<file path="config.mk">
export PLATFORM = sky130hd
export DESIGN_NAME = fb_scanout_arbiter
export DESIGN_NICKNAME = d
export VERILOG_FILES = /design/src/rtl/fb_pkg.sv /design/src/rtl/fb_line_buffer.sv /design/src/rtl/fb_scanout_arbiter.sv
export SDC_FILE = /design/constraint.sdc
export NUM_CORES = 1
export LEC_CHECK = 0
export ABC_AREA = 1
export BUFFER_PORTS_ARGS = -buffer_cell sky130_fd_sc_hd__buf_2
export CAP_MARGIN = 20
export CORE_MARGIN = 2
export CORE_UTILIZATION = 30
export DETAILED_ROUTE_END_ITERATION = 8
export GPL_ROUTABILITY_DRIVEN = 0
export SLEW_MARGIN = 20
export SYNTH_ARGS = -nofsm -noshare
export SYNTH_HDL_FRONTEND = slang
export SYNTH_HIERARCHICAL = 1
export SYNTH_SLANG_ARGS = --single-unit
</file>
<file path="constraint.sdc">
create_clock -name fbclk -period 1.9 [get_ports fbclk]
set_input_delay 0.475 -clock fbclk [delete_from_list [all_inputs] [get_ports fbclk]]
set_output_delay 0.475 -clock fbclk [all_outputs]
set_load 0.02 [all_outputs]
</file>
<file path="src/rtl/fb_pkg.sv">
// Shared constants and types for the framebuffer scanout arbiter.
// Geometry, RAM width and FSM encodings used by the top and the line buffer.
package fb_pkg;
  localparam int FB_W      = 160;
  localparam int FB_H      = 144;
  localparam int FB_PIXELS = FB_W * FB_H;
  localparam int PIX_W     = 2;
  localparam int ADDR_W    = 15;

  typedef enum logic {
    IDLE,
    FETCH
  } state_t;

  typedef enum logic {
    LAST_PPU,
    LAST_FETCH
  } last_t;

  // line*160 built from two shifts
  function automatic logic [ADDR_W-1:0] line_base(
    input logic [7:0] n
  );
    return (ADDR_W'(n) << 7) + (ADDR_W'(n) << 5);
  endfunction
endpackage

</file>
<file path="src/rtl/fb_line_buffer.sv">
// Ping-pong line storage: writes land in the back half,
// registered reads come from the front half.
module fb_line_buffer
  import fb_pkg::*;
(
  input  logic             clk,
  input  logic             rst,
  input  logic             swap,
  input  logic             wr_en,
  input  logic [7:0]       wr_idx,
  input  logic [PIX_W-1:0] wr_data,
  input  logic [7:0]       rd_idx,
  output logic [PIX_W-1:0] rd_data
);

  logic [PIX_W-1:0] mem0 [FB_W];
  logic [PIX_W-1:0] mem1 [FB_W];

  logic             front_q, front_d;
  logic [PIX_W-1:0] rd_q, rd_d;

  always_comb begin
    front_d = front_q ^ swap;
    rd_d    = '0;
    if (rd_idx < 8'(FB_W)) begin
      rd_d = front_q ? mem1[rd_idx] : mem0[rd_idx];
    end
  end

  always_ff @(posedge clk) begin
    if (rst) begin
      front_q <= 1'b0;
      rd_q    <= '0;
    end else begin
      front_q <= front_d;
      rd_q    <= rd_d;
    end
  end

  // back half is chosen from the pre-swap select
  always_ff @(posedge clk) begin
    if (wr_en && !rst) begin
      if (front_q) mem0[wr_idx] <= wr_data;
      else         mem1[wr_idx] <= wr_data;
    end
  end

  assign rd_data = rd_q;

endmodule

</file>
<file path="src/rtl/fb_scanout_arbiter.sv">
// Framebuffer RAM arbiter: round-robin between PPU writes and
// scanout line prefetch into a ping-pong line buffer.
module fb_scanout_arbiter
  import fb_pkg::*;
(
  input  logic              fbclk,
  input  logic              fbclk_rst,
  input  logic              line_req,
  input  logic [7:0]        line_num,
  input  logic              swap,
  input  logic              ppu_wr_valid,
  output logic              ppu_wr_ready,
  input  logic [ADDR_W-1:0] ppu_wr_addr,
  input  logic [PIX_W-1:0]  ppu_wr_data,
  output logic              ram_en,
  output logic              ram_we,
  output logic [ADDR_W-1:0] ram_addr,
  output logic [PIX_W-1:0]  ram_wdata,
  input  logic [PIX_W-1:0]  ram_rdata,
  input  logic [7:0]        pix_x,
  output logic [PIX_W-1:0]  pix_data,
  output logic              fetch_busy,
  output logic              underrun
);

  state_t            state_q, state_d;
  logic [7:0]        rx_q, rx_d;
  logic [7:0]        cx_q, cx_d;
  logic [ADDR_W-1:0] base_q, base_d;
  logic              cap_q, cap_d;
  last_t             last_q, last_d;
  logic              underrun_q, underrun_d;

  logic rd_pend;
  logic grant_rd;
  logic grant_ppu;
  logic ppu_in_range;

  always_comb begin
    rd_pend      = (state_q == FETCH) &&
                   (rx_q < 8'(FB_W));
    grant_rd     = rd_pend &&
                   (!ppu_wr_valid || last_q == LAST_PPU);
    grant_ppu    = ppu_wr_valid && !grant_rd;
    ppu_in_range = ppu_wr_addr < ADDR_W'(FB_PIXELS);

    state_d    = state_q;
    rx_d       = rx_q;
    cx_d       = cx_q;
    base_d     = base_q;
    cap_d      = 1'b0;
    last_d     = last_q;
    underrun_d = underrun_q;

    ppu_wr_ready = 1'b0;
    ram_en       = 1'b0;
    ram_we       = 1'b0;
    ram_addr     = '0;
    ram_wdata    = '0;

    if (ppu_wr_valid && rd_pend) begin
      last_d = grant_rd ? LAST_FETCH : LAST_PPU;
    end

    if (grant_rd) begin
      ram_en   = 1'b1;
      ram_addr = base_q + ADDR_W'(rx_q);
      rx_d     = rx_q + 8'd1;
      cap_d    = 1'b1;
      cx_d     = rx_q;
    end else if (grant_ppu) begin
      ppu_wr_ready = 1'b1;
      if (ppu_in_range) begin
        ram_en    = 1'b1;
        ram_we    = 1'b1;
        ram_addr  = ppu_wr_addr;
        ram_wdata = ppu_wr_data;
      end
    end

    unique case (state_q)
      IDLE: begin
        if (line_req && line_num < 8'(FB_H)) begin
          base_d  = line_base(line_num);
          rx_d    = '0;
          state_d = FETCH;
        end
      end
      FETCH: begin
        if (line_req || swap) underrun_d = 1'b1;
        if (cap_q && cx_q == 8'(FB_W - 1)) begin
          state_d = IDLE;
        end
      end
      default: state_d = IDLE;
    endcase

    // keep the RAM side quiet while reset is held
    if (fbclk_rst) begin
      ppu_wr_ready = 1'b0;
      ram_en       = 1'b0;
      ram_we       = 1'b0;
      ram_addr     = '0;
      ram_wdata    = '0;
    end
  end

  always_ff @(posedge fbclk) begin
    if (fbclk_rst) begin
      state_q    <= IDLE;
      rx_q       <= '0;
      cx_q       <= '0;
      base_q     <= '0;
      cap_q      <= 1'b0;
      last_q     <= LAST_FETCH;
      underrun_q <= 1'b0;
    end else begin
      state_q    <= state_d;
      rx_q       <= rx_d;
      cx_q       <= cx_d;
      base_q     <= base_d;
      cap_q      <= cap_d;
      last_q     <= last_d;
      underrun_q <= underrun_d;
    end
  end

  fb_line_buffer u_lbuf (
    .clk     (fbclk),
    .rst     (fbclk_rst),
    .swap    (swap),
    .wr_en   (cap_q),
    .wr_idx  (cx_q),
    .wr_data (ram_rdata),
    .rd_idx  (pix_x),
    .rd_data (pix_data)
  );

  assign fetch_busy = (state_q == FETCH);
  assign underrun   = underrun_q;

endmodule

</file>
==> impl_metrics.ini <==
[sta]
slew_headroom = 0.696
layout_min_cycle_time_ns = 2.67
fmax_mhz = 375
worst_slack_ns = -0.767
grt_setup_unrepaired = true
skew_ns = 0.0278
worstMarginPinSlew_ns = 0.452
finalSetupViolations = 20
period_share = 1.40
hold_viol = 0
finalMaxSlewViolations = 0

[placed_design]
placed_area_mm2 = 0.0336
hpwl_um = 53900
io_buffers = 63

[cts]
cts_tree = built
clockBufferDepth = 3
clock_tree.root_cell = clkbuf_16
clk_pin_slew_ns = 0.06
clock_latency_ns = 0.63
ctsHoldBuffers = 0
cts_max_level = 3
cts_sinks = 673
cts_made_buffers = 74

[floorplan]
fp.dieW_um = 321
start_util = 0.302
die_area_mm2 = 0.103
core_mm2 = 0.0999
std_cell_rows = 116
die_y_um = 321
io_pins = 64

[routing]
drc = 0
drt-total-wl_um = 83800
viasPerCell = 4.96
antenna_left = 0
wl_per_cell_um = 18.5
vias = 22500
drtIter0Drc = 2035
drt_pass1_iterations = 6

[yosys]
syn-mean-instance-area_um2 = 10.0
ys_types = 37
synthFlopType = edfxtp_1
synth_area_leaders = edfxtp_1 64%, nand2_1 11%, nand3_1 8.7%
synth_area_mm2 = 0.0302
syn_nets = 3069
synth-edff-count = 640
yosys.area.top_type = edfxtp_1
syn_inst = 3017
synth-seq-cells = 673
synth_top_area_frac = 0.637
async_flop_share = 0
yosysWarnings = 6
ys_seq_area_frac = 0.659

[critical_path]
arrival_ns = 2.19
crit_required_ns = 1.42
endpoint_kind = output pin
r2r_setup_slack_ns = 0
worstRegToRegCells = 6
start_kind = flop
timing.rr.end = u_lbuf/mem1[105][0]
cp_max_fo = 3
cp_slowest_stage_delay_ns = 0.36
rr_startpoint = cx_q[3]
crit_type = flop to output pin
slowest_stage = dfxtp_4
path_cells = ha_4 -> inv_2 -> fa_2 -> inv_2 -> nand2_4 -> nand2_4 -> buf_4 -> a21o_1 -> nand3_1 -> nand2_1 -> buf_6

[grt]
grt_max_degree = 78
first_global_vias = 21900
grt_usage = 0.160
grt_pass1_wl_um = 128000
antenna_found_initial = 1
grt_remaining_overflow = 0

[status]
status = complete, but fails checks
violations = setup timing

[pwr]
vdd_ir_drop_max_mv = 0.663
p_sw_w = 0.00745
power_switching_share = 0.225
finalPower_w = 0.0331
p_seq_frac = 0.493
p_clk_frac = 0.432
p_leak_nw = 12.8
power.density_mw_per_mm2 = 909
p_int_w = 0.0256
combPwrFrac = 0.075

[hold_path]
hp-start = ppu_wr_valid
holdPathStages = 3
hp-class = input port to flop
hold_end = last_q

[cells_and_area]
drive_gt1_frac = 0.140
diodes = 0
nFillCells = 9851
layout.cells.most_common = nand2_1
syn2layout_area_growth_pct = 20.5
design_area_mm2 = 0.0364
layout_common_cells = 906 x nand2_1, 640 x edfxtp_1, 511 x nand3_1
fin_nets = 3227

[run]
drv_cap = 0
-- critical path: cells and delay by family, from the launching register on --
family,cells,cell delay (ns)
compound gates,1,0.11
fa+ha+maj,2,0.46
buf+inv,4,0.32
flops,1,0.36
simple gates,4,0.30
-- layout make-up --
cell class	instances	area, µm²	share of cell area
multi-input cells	2078	9240	0.254
well taps	1298	1620	0.0446
inverters	77	309	0.00850
repair buffers	270	2890	0.0795
flip-flops and latches	673	19900	0.547
clock buffers	96	2030	0.0558
repair inverters	1	8.76	0.000241
clock inverters	36	384	0.0106
-- what timing repair did --
action / CTS / global route
resized for setup: 49 / 39
gates cloned: 2 / 0
setup endpoints to repair: 104 / 82
pin swaps: 12 / 5
buffers inserted: 5 / 3
-- cell families (layout without fill, tap and decap cells) --
kind of cell | Yosys count | count (layout) | share of synthesized area
xor+xnor | 3 | 3 | 0.000871
buf+inv | 267 | 480 | 0.0445
compound gates | 147 | 147 | 0.0263
simple gates | 1915 | 1916 | 0.264
fa+ha+maj | 12 | 12 | 0.00547
flops | 673 | 673 | 0.659
-- power groups by stage --
stage	registers, W	logic, W	clock network, W
floorplan	0.0166	0.00129	0
global placement	0.0166	0.00241	0
detailed placement	0.0166	0.00241	0
CTS	0.0163	0.00246	0.0145
global route	0.0163	0.00273	0.0151
finish	0.0163	0.00249	0.0143
-- cell usage after synthesis, types with 3 or more instances --
master,instances
o21ai_1,13
buf_1,9
inv_2,5
nand2_4,3
nand3_2,3
nand3_1,523
dfxtp_1,33
or2_2,4
nand4_1,11
clkbuf_1,72
a21oi_1,24
buf_6,9
edfxtp_1,640
inv_1,70
nand2_2,4
ha_1,10
o22ai_1,30
nor3_1,8
nand2_1,916
o21ai_0,75
nor2_1,440
buf_2,55
buf_4,42
-- worst max-delay path by stage --
stage,cells after the start,to,start
2_1_floorplan,6,ram_wdata[0],fbclk_rst
3_3_place_gp,15,u_lbuf/rd_data[1],pix_x[0]
3_5_place_dp,16,u_lbuf/rd_data[1],pix_x[0]
4_1_cts,11,ram_addr[11],base_q[5]
5_1_grt,12,ram_addr[13],base_q[5]
6_report,11,ram_addr[9],rx_q[5]
-- registers in the layout, summed over array words and instances, names as in the netlist --
| register | count |
|---|---|
| fetch_busy | 1 |
| base_q | 10 |
| cap_q | 1 |
| u_lbuf/mem0 | 320 |
| last_q | 1 |
| u_lbuf/mem1 | 320 |
| u_lbuf/front_q | 1 |
| rx_q | 8 |
| u_lbuf/rd_data | 2 |
| cx_q | 8 |
| underrun | 1 |
-- metrics by stage --
| stage | utilization | TNS [ns] | cells | hold WS (ns) | setup slack [ns] |
|---|---|---|---|---|---|
| 6_report | 0.364 | -12.84 | 4529 | 0.131 | -0.767 |
| 5_1_grt | 0.364 | -15.36 | 4529 | 0.134 | -0.891 |
| 4_1_cts | 0.362 | -13.74 | 4526 | 0.0969 | -0.797 |
| 3_5_place_dp | 0.336 | -3.04 | 4387 | 0.446 | -0.461 |
| 3_3_place_gp | 0.336 | -2.02 | 4387 | 0.445 | -0.435 |
| 2_1_floorplan | - | -0.438 | 3017 | 0.450 | -0.0719 |
-- routing by layer --
metal  vias to the layer above  part of all wire  GRT usage  wire (µm)
met1                     10900              0.44      0.219      36500
met2                       791              0.47      0.261      39500
li1                      10600                 -          -          -
met5                         -                 0          0          0
met3                       128             0.064     0.0244       5400
met4                         0             0.028     0.0546       2370
No activity file was read; power rests on OpenSTA's default activity.
